--- config.mk ---
export PLATFORM = sky130hd
export DESIGN_NAME = mac_operand_sign_block
export DESIGN_NICKNAME = d
export VERILOG_FILES = /design/src/rtl/mac_operand_sign_block.sv
export SDC_FILE = /design/constraint.sdc
export NUM_CORES = 1
export LEC_CHECK = 0
export CAP_MARGIN = 5
export CORE_MARGIN = 3
export CORE_UTILIZATION = 45
export CTS_CLUSTER_SIZE = 12
export DETAILED_ROUTE_END_ITERATION = 10
export GPL_TIMING_DRIVEN = 0
export PLACE_DENSITY = 0.69
export SYNTH_ARGS = -nofsm -noshare
export SYNTH_HDL_FRONTEND = slang
export SYNTH_SLANG_ARGS = --single-unit
--- constraint.sdc ---
create_clock -name clk -period 5.2 [get_ports clk]
set_input_delay 1.04 -clock clk [delete_from_list [all_inputs] [get_ports clk]]
set_output_delay 1.04 -clock clk [all_outputs]
set_load 0.03 [all_outputs]
--- src/rtl/mac_operand_sign_block.sv ---
// Operand conditioner for the configurable MAC: splits A/B into 8/16/32-bit lanes,
// converts signed lanes to magnitude and emits per-lane product-sign flags.
module mac_operand_sign_block #(
  parameter int unsigned MAC_CONF_WIDTH = 4,
  parameter int unsigned MAC_MIN_WIDTH  = 8
) (
  input  logic                         clk,
  input  logic                         rst,
  input  logic                         in_valid,
  output logic                         in_ready,
  input  logic [MAC_CONF_WIDTH-1:0]    cfg_in,
  input  logic [4*MAC_MIN_WIDTH-1:0]   A_in,
  input  logic [4*MAC_MIN_WIDTH-1:0]   B_in,
  output logic                         out_valid,
  input  logic                         out_ready,
  output logic [MAC_CONF_WIDTH-1:0]    cfg_out,
  output logic [4*MAC_MIN_WIDTH-1:0]   A_mag,
  output logic [4*MAC_MIN_WIDTH-1:0]   B_mag,
  output logic                         C0_neg,
  output logic                         C1_neg,
  output logic                         C2_neg,
  output logic                         C3_neg
);

  localparam int unsigned W    = MAC_MIN_WIDTH;
  localparam int unsigned BusW = 4 * MAC_MIN_WIDTH;

  // Byte-sliced ~x+1 whose carry ripples only inside the active lane group.
  function automatic logic [BusW-1:0] to_mag(input logic [BusW-1:0] x, input logic sgn,
                                             input logic dual, input logic quad);
    logic [BusW-1:0] mag;
    logic [W:0]      sum;
    logic            cin;
    logic            cout;
    logic            neg;
    int unsigned     top;
    mag  = '0;
    cout = 1'b0;
    for (int i = 0; i < 4; i++) begin
      if (quad)      top = 3;
      else if (dual) top = (i < 2) ? 1 : 3;
      else           top = i;
      if (i == 0)      cin = 1'b1;
      else if (i == 2) cin = quad ? cout : 1'b1;
      else             cin = (dual | quad) ? cout : 1'b1;
      neg  = sgn & x[top*W + W - 1];
      sum  = {1'b0, ~x[i*W +: W]} + {{W{1'b0}}, cin};
      mag[i*W +: W] = neg ? sum[W-1:0] : x[i*W +: W];
      cout = sum[W];
    end
    return mag;
  endfunction

  logic                      s1_valid_q, s1_valid_d;
  logic [MAC_CONF_WIDTH-1:0] s1_cfg_q, s1_cfg_d;
  logic [BusW-1:0]           s1_a_q, s1_a_d;
  logic [BusW-1:0]           s1_b_q, s1_b_d;

  logic                      s2_valid_q, s2_valid_d;
  logic [MAC_CONF_WIDTH-1:0] s2_cfg_q, s2_cfg_d;
  logic [BusW-1:0]           s2_a_q, s2_a_d;
  logic [BusW-1:0]           s2_b_q, s2_b_d;
  logic [3:0]                flags_q, flags_d;

  logic       s1_load, s2_load;
  logic       sgn, dual, quad;
  logic [3:0] sign_a, sign_b, sign_x;

  assign s2_load  = s1_valid_q & (~s2_valid_q | out_ready);
  assign in_ready = ~s1_valid_q | s2_load;
  assign s1_load  = in_valid & in_ready;

  assign sgn  = s1_cfg_q[3];
  assign dual = (s1_cfg_q[1:0] == 2'b01);
  assign quad = (s1_cfg_q[1:0] == 2'b10);

  always_comb begin
    for (int i = 0; i < 4; i++) begin
      sign_a[i] = s1_a_q[i*W + W - 1];
      sign_b[i] = s1_b_q[i*W + W - 1];
    end
    sign_x = sign_a ^ sign_b;
  end

  always_comb begin
    s1_valid_d = s1_valid_q;
    s1_cfg_d   = s1_cfg_q;
    s1_a_d     = s1_a_q;
    s1_b_d     = s1_b_q;
    if (s1_load) begin
      s1_valid_d = 1'b1;
      s1_cfg_d   = cfg_in;
      s1_a_d     = A_in;
      s1_b_d     = B_in;
    end else if (s2_load) begin
      s1_valid_d = 1'b0;
    end
  end

  always_comb begin
    s2_valid_d = s2_valid_q;
    s2_cfg_d   = s2_cfg_q;
    s2_a_d     = s2_a_q;
    s2_b_d     = s2_b_q;
    flags_d    = flags_q;
    if (s2_load) begin
      s2_valid_d = 1'b1;
      s2_cfg_d   = s1_cfg_q;
      s2_a_d     = to_mag(s1_a_q, sgn, dual, quad);
      s2_b_d     = to_mag(s1_b_q, sgn, dual, quad);
      // Flags sit at the top lane slot of each group, where the negator reads them.
      if (!sgn)      flags_d = 4'b0000;
      else if (quad) flags_d = {sign_x[3], 3'b000};
      else if (dual) flags_d = {sign_x[3], 1'b0, sign_x[1], 1'b0};
      else           flags_d = sign_x;
    end else if (out_ready) begin
      s2_valid_d = 1'b0;
    end
  end

  always_ff @(posedge clk or negedge rst) begin
    if (!rst) begin
      s1_valid_q <= 1'b0;
      s1_cfg_q   <= '0;
      s1_a_q     <= '0;
      s1_b_q     <= '0;
      s2_valid_q <= 1'b0;
      s2_cfg_q   <= '0;
      s2_a_q     <= '0;
      s2_b_q     <= '0;
      flags_q    <= '0;
    end else begin
      s1_valid_q <= s1_valid_d;
      s1_cfg_q   <= s1_cfg_d;
      s1_a_q     <= s1_a_d;
      s1_b_q     <= s1_b_d;
      s2_valid_q <= s2_valid_d;
      s2_cfg_q   <= s2_cfg_d;
      s2_a_q     <= s2_a_d;
      s2_b_q     <= s2_b_d;
      flags_q    <= flags_d;
    end
  end

  assign out_valid = s2_valid_q;
  assign cfg_out   = s2_cfg_q;
  assign A_mag     = s2_a_q;
  assign B_mag     = s2_b_q;
  assign C0_neg    = flags_q[0];
  assign C1_neg    = flags_q[1];
  assign C2_neg    = flags_q[2];
  assign C3_neg    = flags_q[3];

endmodule
== Word level (Yosys, flattened, before mapping) ==
Index checks and enable logic that the tools add are counted.

* Register bits: 142
* Bits of input ports: 72
* Output and inout port bits: 74
* Logic and storage cells: 110

* Add/sub/neg operators: 16
* Order comparisons: 4
* Eq/ne operators: 2
* Muxes and demuxes: 53
* Bitwise logic cells: 24
* Reductions and logical operators: 2

{| class="wikitable"
|+ Operators by type and width
! cell !! number
|-
| 32-bit by 4-bit adder with 32-bit output, second input constant || 4
|-
| 32-bit by 6-bit less-than comparator with 1-bit output, second input constant || 4
|-
| 32-bit by 1-bit subtractor with 32-bit output, second input constant || 4
|-
| 29-bit two-way mux || 4
|-
| 8-bit two-way mux || 8
|-
| 8-bit NOT || 8
|-
| 8-bit by 1-bit adder with 9-bit output || 6
|-
| 1-bit binary-select mux with 5-bit select || 8
|-
| 1-bit two-way mux || 28
|-
| 8-bit by 1-bit adder with 8-bit output || 2
|-
| 1-bit bitwise AND || 10
|-
| 3-bit two-way mux || 2
|-
| 2-bit two-way mux || 2
|-
| 4-bit two-way mux || 1
|-
| 2-bit nonzero test || 2
|-
| 4-bit bitwise XOR || 1
|-
| 1-bit OR || 3
|-
| 2-bit by 1-bit equality test with 1-bit output, second input constant || 1
|-
| 2-bit equality test, second input constant || 1
|-
| 1-bit NOT || 2
|}

== Logic depth before layout (Yosys ltp) ==
Gate-level depths: netlist of run 1.

* Word-level depth: 15
* Gate-level depth with buffers: 18
* Mapped depth without buffers: 17

== Worst setup path after synthesis of run 1 ==
Ideal clock, no wire load.

* Path kind: register to register
* Start: reg s1_a_q[1]
* End: reg s2_a_q[29] (netlist: A_mag[29])
* Library setup time: 133 ps
* Data arrival time: 3762 ps
* Setup slack: 1305 ps
* Stages on the path, launching flop included: 18
* Buffers on the path: 0
* Period minus slack after synthesis: 3895 ps
* Path through: dfrtp_1 -> inv_1 -> ha_1 -> or3b_2 -> o31ai_1 -> ha_1 -> ha_1 -> nand2b_1 -> o31ai_1 -> ha_1 -> ha_1 -> or3b_1 -> o31ai_1 -> ha_1 -> nor3b_1 -> a21oi_1 -> xnor2_1 -> o21ai_0

* Cells in the longest elaborated chain, start to end: 12
* Elaborated cells on any way between the ends: 15
* Those cells by class: 4 x add/sub; 9 x mux; 2 x bitwise

{| class="wikitable"
|+ Ends and longest elaborated chain
! what !! RTL line !! source
|-
| from (decl) || 56 || <nowiki>logic [BusW-1:0] s1_a_q, s1_a_d;</nowiki>
|-
| from (signal assigned) || 125 || <nowiki>s1_a_q <= '0;</nowiki>
|-
| from (signal assigned) || 135 || <nowiki>s1_a_q <= s1_a_d;</nowiki>
|-
| 8-bit NOT || 47 || <nowiki>sum = {1'b0, ~x[i*W +: W]} + {{W{1'b0}}, cin};</nowiki>
|-
| 8-bit by 1-bit adder with 9-bit output || 47 ||
|-
| 1-bit two-way mux || 45 || <nowiki>else cin = (dual | quad) ? cout : 1'b1;</nowiki>
|-
| 1-bit two-way mux || 106 || <nowiki>if (s2_load) begin</nowiki>
|-
| 8-bit by 1-bit adder with 9-bit output || 47 ||
|-
| 1-bit two-way mux || 44 || <nowiki>else if (i == 2) cin = quad ? cout : 1'b1;</nowiki>
|-
| 1-bit two-way mux || 106 ||
|-
| 8-bit by 1-bit adder with 9-bit output || 47 ||
|-
| 1-bit two-way mux || 45 ||
|-
| 1-bit two-way mux || 106 ||
|-
| 8-bit by 1-bit adder with 8-bit output || 47 ||
|-
| 8-bit two-way mux (*) || 48 || <nowiki>mag[i*W +: W] = neg ? sum[W-1:0] : x[i*W +: W];</nowiki>
|-
| to (signal assigned) || 129 || <nowiki>s2_a_q <= '0;</nowiki>
|-
| to (signal assigned) || 139 || <nowiki>s2_a_q <= s2_a_d;</nowiki>
|-
| to (decl) || 61 || <nowiki>logic [BusW-1:0] s2_a_q, s2_a_d;</nowiki>
|}

Mark *: on every way between the ends. The rest lies on a longest branch, timed or not. The select of a mux whose other input is x is not followed.
A chain may end at the register's enable or synchronous reset.

== Final worst setup path of run 1 ==
* Start: reg s1_a_q[0]
* End: reg s2_a_q[30] (netlist: A_mag[30])

The elaborated chain is that of the path after synthesis.

==> results of run 1 <==
[synth_stat cells (12+ instances only)]
cell / count
a21oi_1: 12
buf_2: 14
dfrtp_1: 142
ha_1: 16
inv_1: 26
mux2_2: 71
nand2_1: 82
nand3_1: 12
o211ai_1: 18
o21ai_0: 56
xnor2_1: 16
xor2_1: 30
[worst min-delay path by stage]
stage / end
floorplan: cfg_out[2]
global placement: cfg_out[2]
detailed placement: cfg_out[2]
CTS: cfg_out[2]
global route: A_mag[25]
finish: cfg_out[2]
[flip-flops by register name (all words and copies together), names as in the netlist]
register,count
A_mag,32
B_mag,32
cfg_out,4
flags_q,4
out_valid,1
s1_a_q,32
s1_b_q,32
s1_cfg_q,4
s1_valid_q,1
[cell type report]
type                       instances  area share [%]
sequential                       142            39.0
tap                              184            2.53
clock buffer                      21            5.05
inverter                          26            1.07
timing repair buffer             146            16.2
buffer                            29            1.51
multi-input combinational        403            32.5
clock inverter                    11            2.06
[layer usage]
metal  GRT usage [%]  routed length (µm)  vias up
met1            28.5                7760     2592
met2            36.5                8990      150
met3            6.39                1220       23
met5               0                   0        -
li1                -                   -     2443
met4            7.97                 300        0
[cells by family after synthesis]
group / share of synthesized area (%)
flops: 52.6
mux: 14.2
compound gates: 10.5
fa+ha+maj: 2.96
xor+xnor: 5.97
buf+inv: 3.48
simple gates: 10.2
[per-stage QoR]
| step | std cells | TNS [ps] | util, % | power (mW) | hold slack, ps |
|---|---|---|---|---|---|
| floorplan | 600 | 0 | - | 2.41 | 433 |
| global placement | 929 | -351410 | 57.8 | 3.02 | 451 |
| detailed placement | 930 | 0 | 58.0 | 3.06 | 464 |
| CTS | 962 | 0 | 62.5 | 4.41 | 478 |
| global route | 962 | 0 | 62.5 | 4.59 | 502 |
| finish | 962 | 0 | 62.5 | 4.39 | 476 |
[critical path, stage by stage (launching register included)]
cell	delay, ps
dfrtp_1	410
inv_1	90
ha_1	160
or3b_2	490
o31ai_1	300
ha_1	220
ha_1	180
nand2b_1	130
o31ai_1	330
ha_1	270
ha_1	210
or3b_1	420
o31ai_1	390
ha_1	250
nor3b_1	350
a21oi_1	140
xnor2_1	140
o21ai_0	150
[report_power, final]
group / internal [mW] / switching (mW)
sequential: 1.36 / 0.211
clock: 0.874 / 0.472
combinational: 0.644 / 0.827
[placed cells by master, fill, tap and decap left out, drive strengths merged]
| cell | count |
|---|---|
| and2 | 1 |
| clkinv | 3 |
| clkdlybuf4s50 | 144 |
| ha | 16 |
| inv | 26 |
| nor2 | 10 |
| or4b | 2 |
| o311ai | 10 |
| nor4b | 1 |
| o31ai | 7 |
| nor3 | 1 |
| nor3b | 2 |
| nand3b | 2 |
| xor2 | 30 |
| o21ai | 61 |
| a21oi | 12 |
| clkbuf | 32 |
| nand2 | 82 |
| or3b | 5 |
| clkinvlp | 3 |
| mux4 | 2 |
| or3 | 5 |
| nor4 | 2 |
| mux2i | 10 |
| or4 | 11 |
| xnor2 | 16 |
| o211ai | 19 |
| bufinv | 5 |
| nand2b | 7 |
| mux2 | 72 |
| o41ai | 1 |
| dfrtp | 142 |
| nand3 | 12 |
| a31oi | 3 |
| buf | 20 |
| a41oi | 1 |
==> results.cfg, run 1 <==
[die]
core_area_mm2 = 0.0146
die_y_um = 129
io_pins = 146
start_util_pct = 46.3
rows = 44
dieArea_mm2 = 0.0165
die_w_um = 129

[clock_network]
cts_setup_buffers = 0
holdBufCountCts = 0
cts_max_level = 4
ctsResizeCount = 0
cts_tree = yes
clkSinkCount = 142
clock_latency_ps = 420
numCtsBuffers = 17
clk_pin_slew_ps = 60
cts_buffer_depth = 2
cts-root-buf = clkbuf_16

[final_layout]
fillers = 1189
final_area_mm2 = 0.00911
area_growth_pct = 34.9
seq_area_mm2 = 0.00355
antenna_cells = 0
multi_input_area_mm2 = 0.00296
finalNetCount = 853
layout-drive-gt1-share_pct = 16.3

[worst_setup_path]
rrSetupSlack_ps = 470
r2r_start = s1_a_q[0]
worstRegToRegCells = 17
critPathLaunchType = flop
required_ps = 5540
cp-end-kind = flop
crit_path_end = A_mag[30]
arrival_ps = 5070
crit_type = flop to flop
cp_max_fo = 4
startpoint = s1_a_q[0]
r2r_end = A_mag[30]

[yosys]
netlist_instances = 600
synth.ff_latch_count = 142
yosys-top-cells-area = dfrtp_1 (53%), mux2_2 (12%), nand2_1 (4.6%)
synth_fp_nets = 688
yosysSeqAreaShare_pct = 52.6
yosys.area.top_type_share_pct = 52.6
avgSynthCellArea_um2 = 11.3
yosys_warnings = 0
synth_edf_count = 0
syn_area_mm2 = 0.00675
async_reset_ff_share_pct = 100
yosysTopAreaCell = dfrtp_1
synth_cell_type_count = 41
synthFlopType = dfrtp_1

[global_routing]
track_usage_pct = 22.3
grt_antenna_before_repair = 0
grt_pass1_wl_um = 28600
grt.overflow.total = 0
grt_max_degree = 102
grt_pass1_vias = 5382

[sta]
slew_headroom_pct = 47.0
finalCritPeriodShare_pct = 91.0
tightest_slew_ps = 796
max_freq_mhz = 211
fin_skew_ps = 9.07
rsz0062_at_grt = no
setup_viol = 0
finalCriticalPeriod_ps = 4730
worst_slack_ps = 468
slew_violations = 0
finalHoldViolCount = 0

[power_and_ir_drop]
max-vdd-ir-drop_v = 0.000261
power_density_mw_per_mm2 = 481
p_leak_nw = 3.88

[routing]
initialDrtViolationCount = 347
drc = 0
via_per_inst = 5.41
dr.pass1.iters = 4
vias = 5208
ant_nets = 0
routed_wl_um = 18300
routedWlPerCell_um = 19.0

[place]
dpl_cell_area_mm2 = 0.00846
place_congestion = 0.867
port_buffers = 145
place_hpwl_um = 13000
pre_cts_ws_ps = 611

[worst_hold_path]
hold_class = flop to flop
min_path_cells = 2
hp-start = s1_cfg_q[2]

[status]
status = finished, final reports clean

[flow_run]
cap_violations = 0
Power figures use the tool's default switching activity.
==> run 2: changes to the inputs <==
--- a/config.mk
+++ b/config.mk
@@ -11,7 +11,9 @@
 export CTS_CLUSTER_SIZE = 12
 export DETAILED_ROUTE_END_ITERATION = 10
 export GPL_TIMING_DRIVEN = 0
+export HOLD_SLACK_MARGIN = 0.05
 export PLACE_DENSITY = 0.69
+export SKIP_LAST_GASP = 1
 export SYNTH_ARGS = -nofsm -noshare
 export SYNTH_HDL_FRONTEND = slang
 export SYNTH_SLANG_ARGS = --single-unit
==> results of run 2 <==
The final DEF is identical to that of run 1; final timing and power are the same.
==> run 3: changes to the inputs <==
--- a/config.mk
+++ b/config.mk
@@ -5,7 +5,7 @@
 export SDC_FILE = /design/constraint.sdc
 export NUM_CORES = 1
 export LEC_CHECK = 0
-export CAP_MARGIN = 5
+export CAP_MARGIN = 10
 export CORE_MARGIN = 3
 export CORE_UTILIZATION = 45
 export CTS_CLUSTER_SIZE = 12
==> results of run 3 <==
The final DEF is identical to that of run 1; final timing and power are the same.
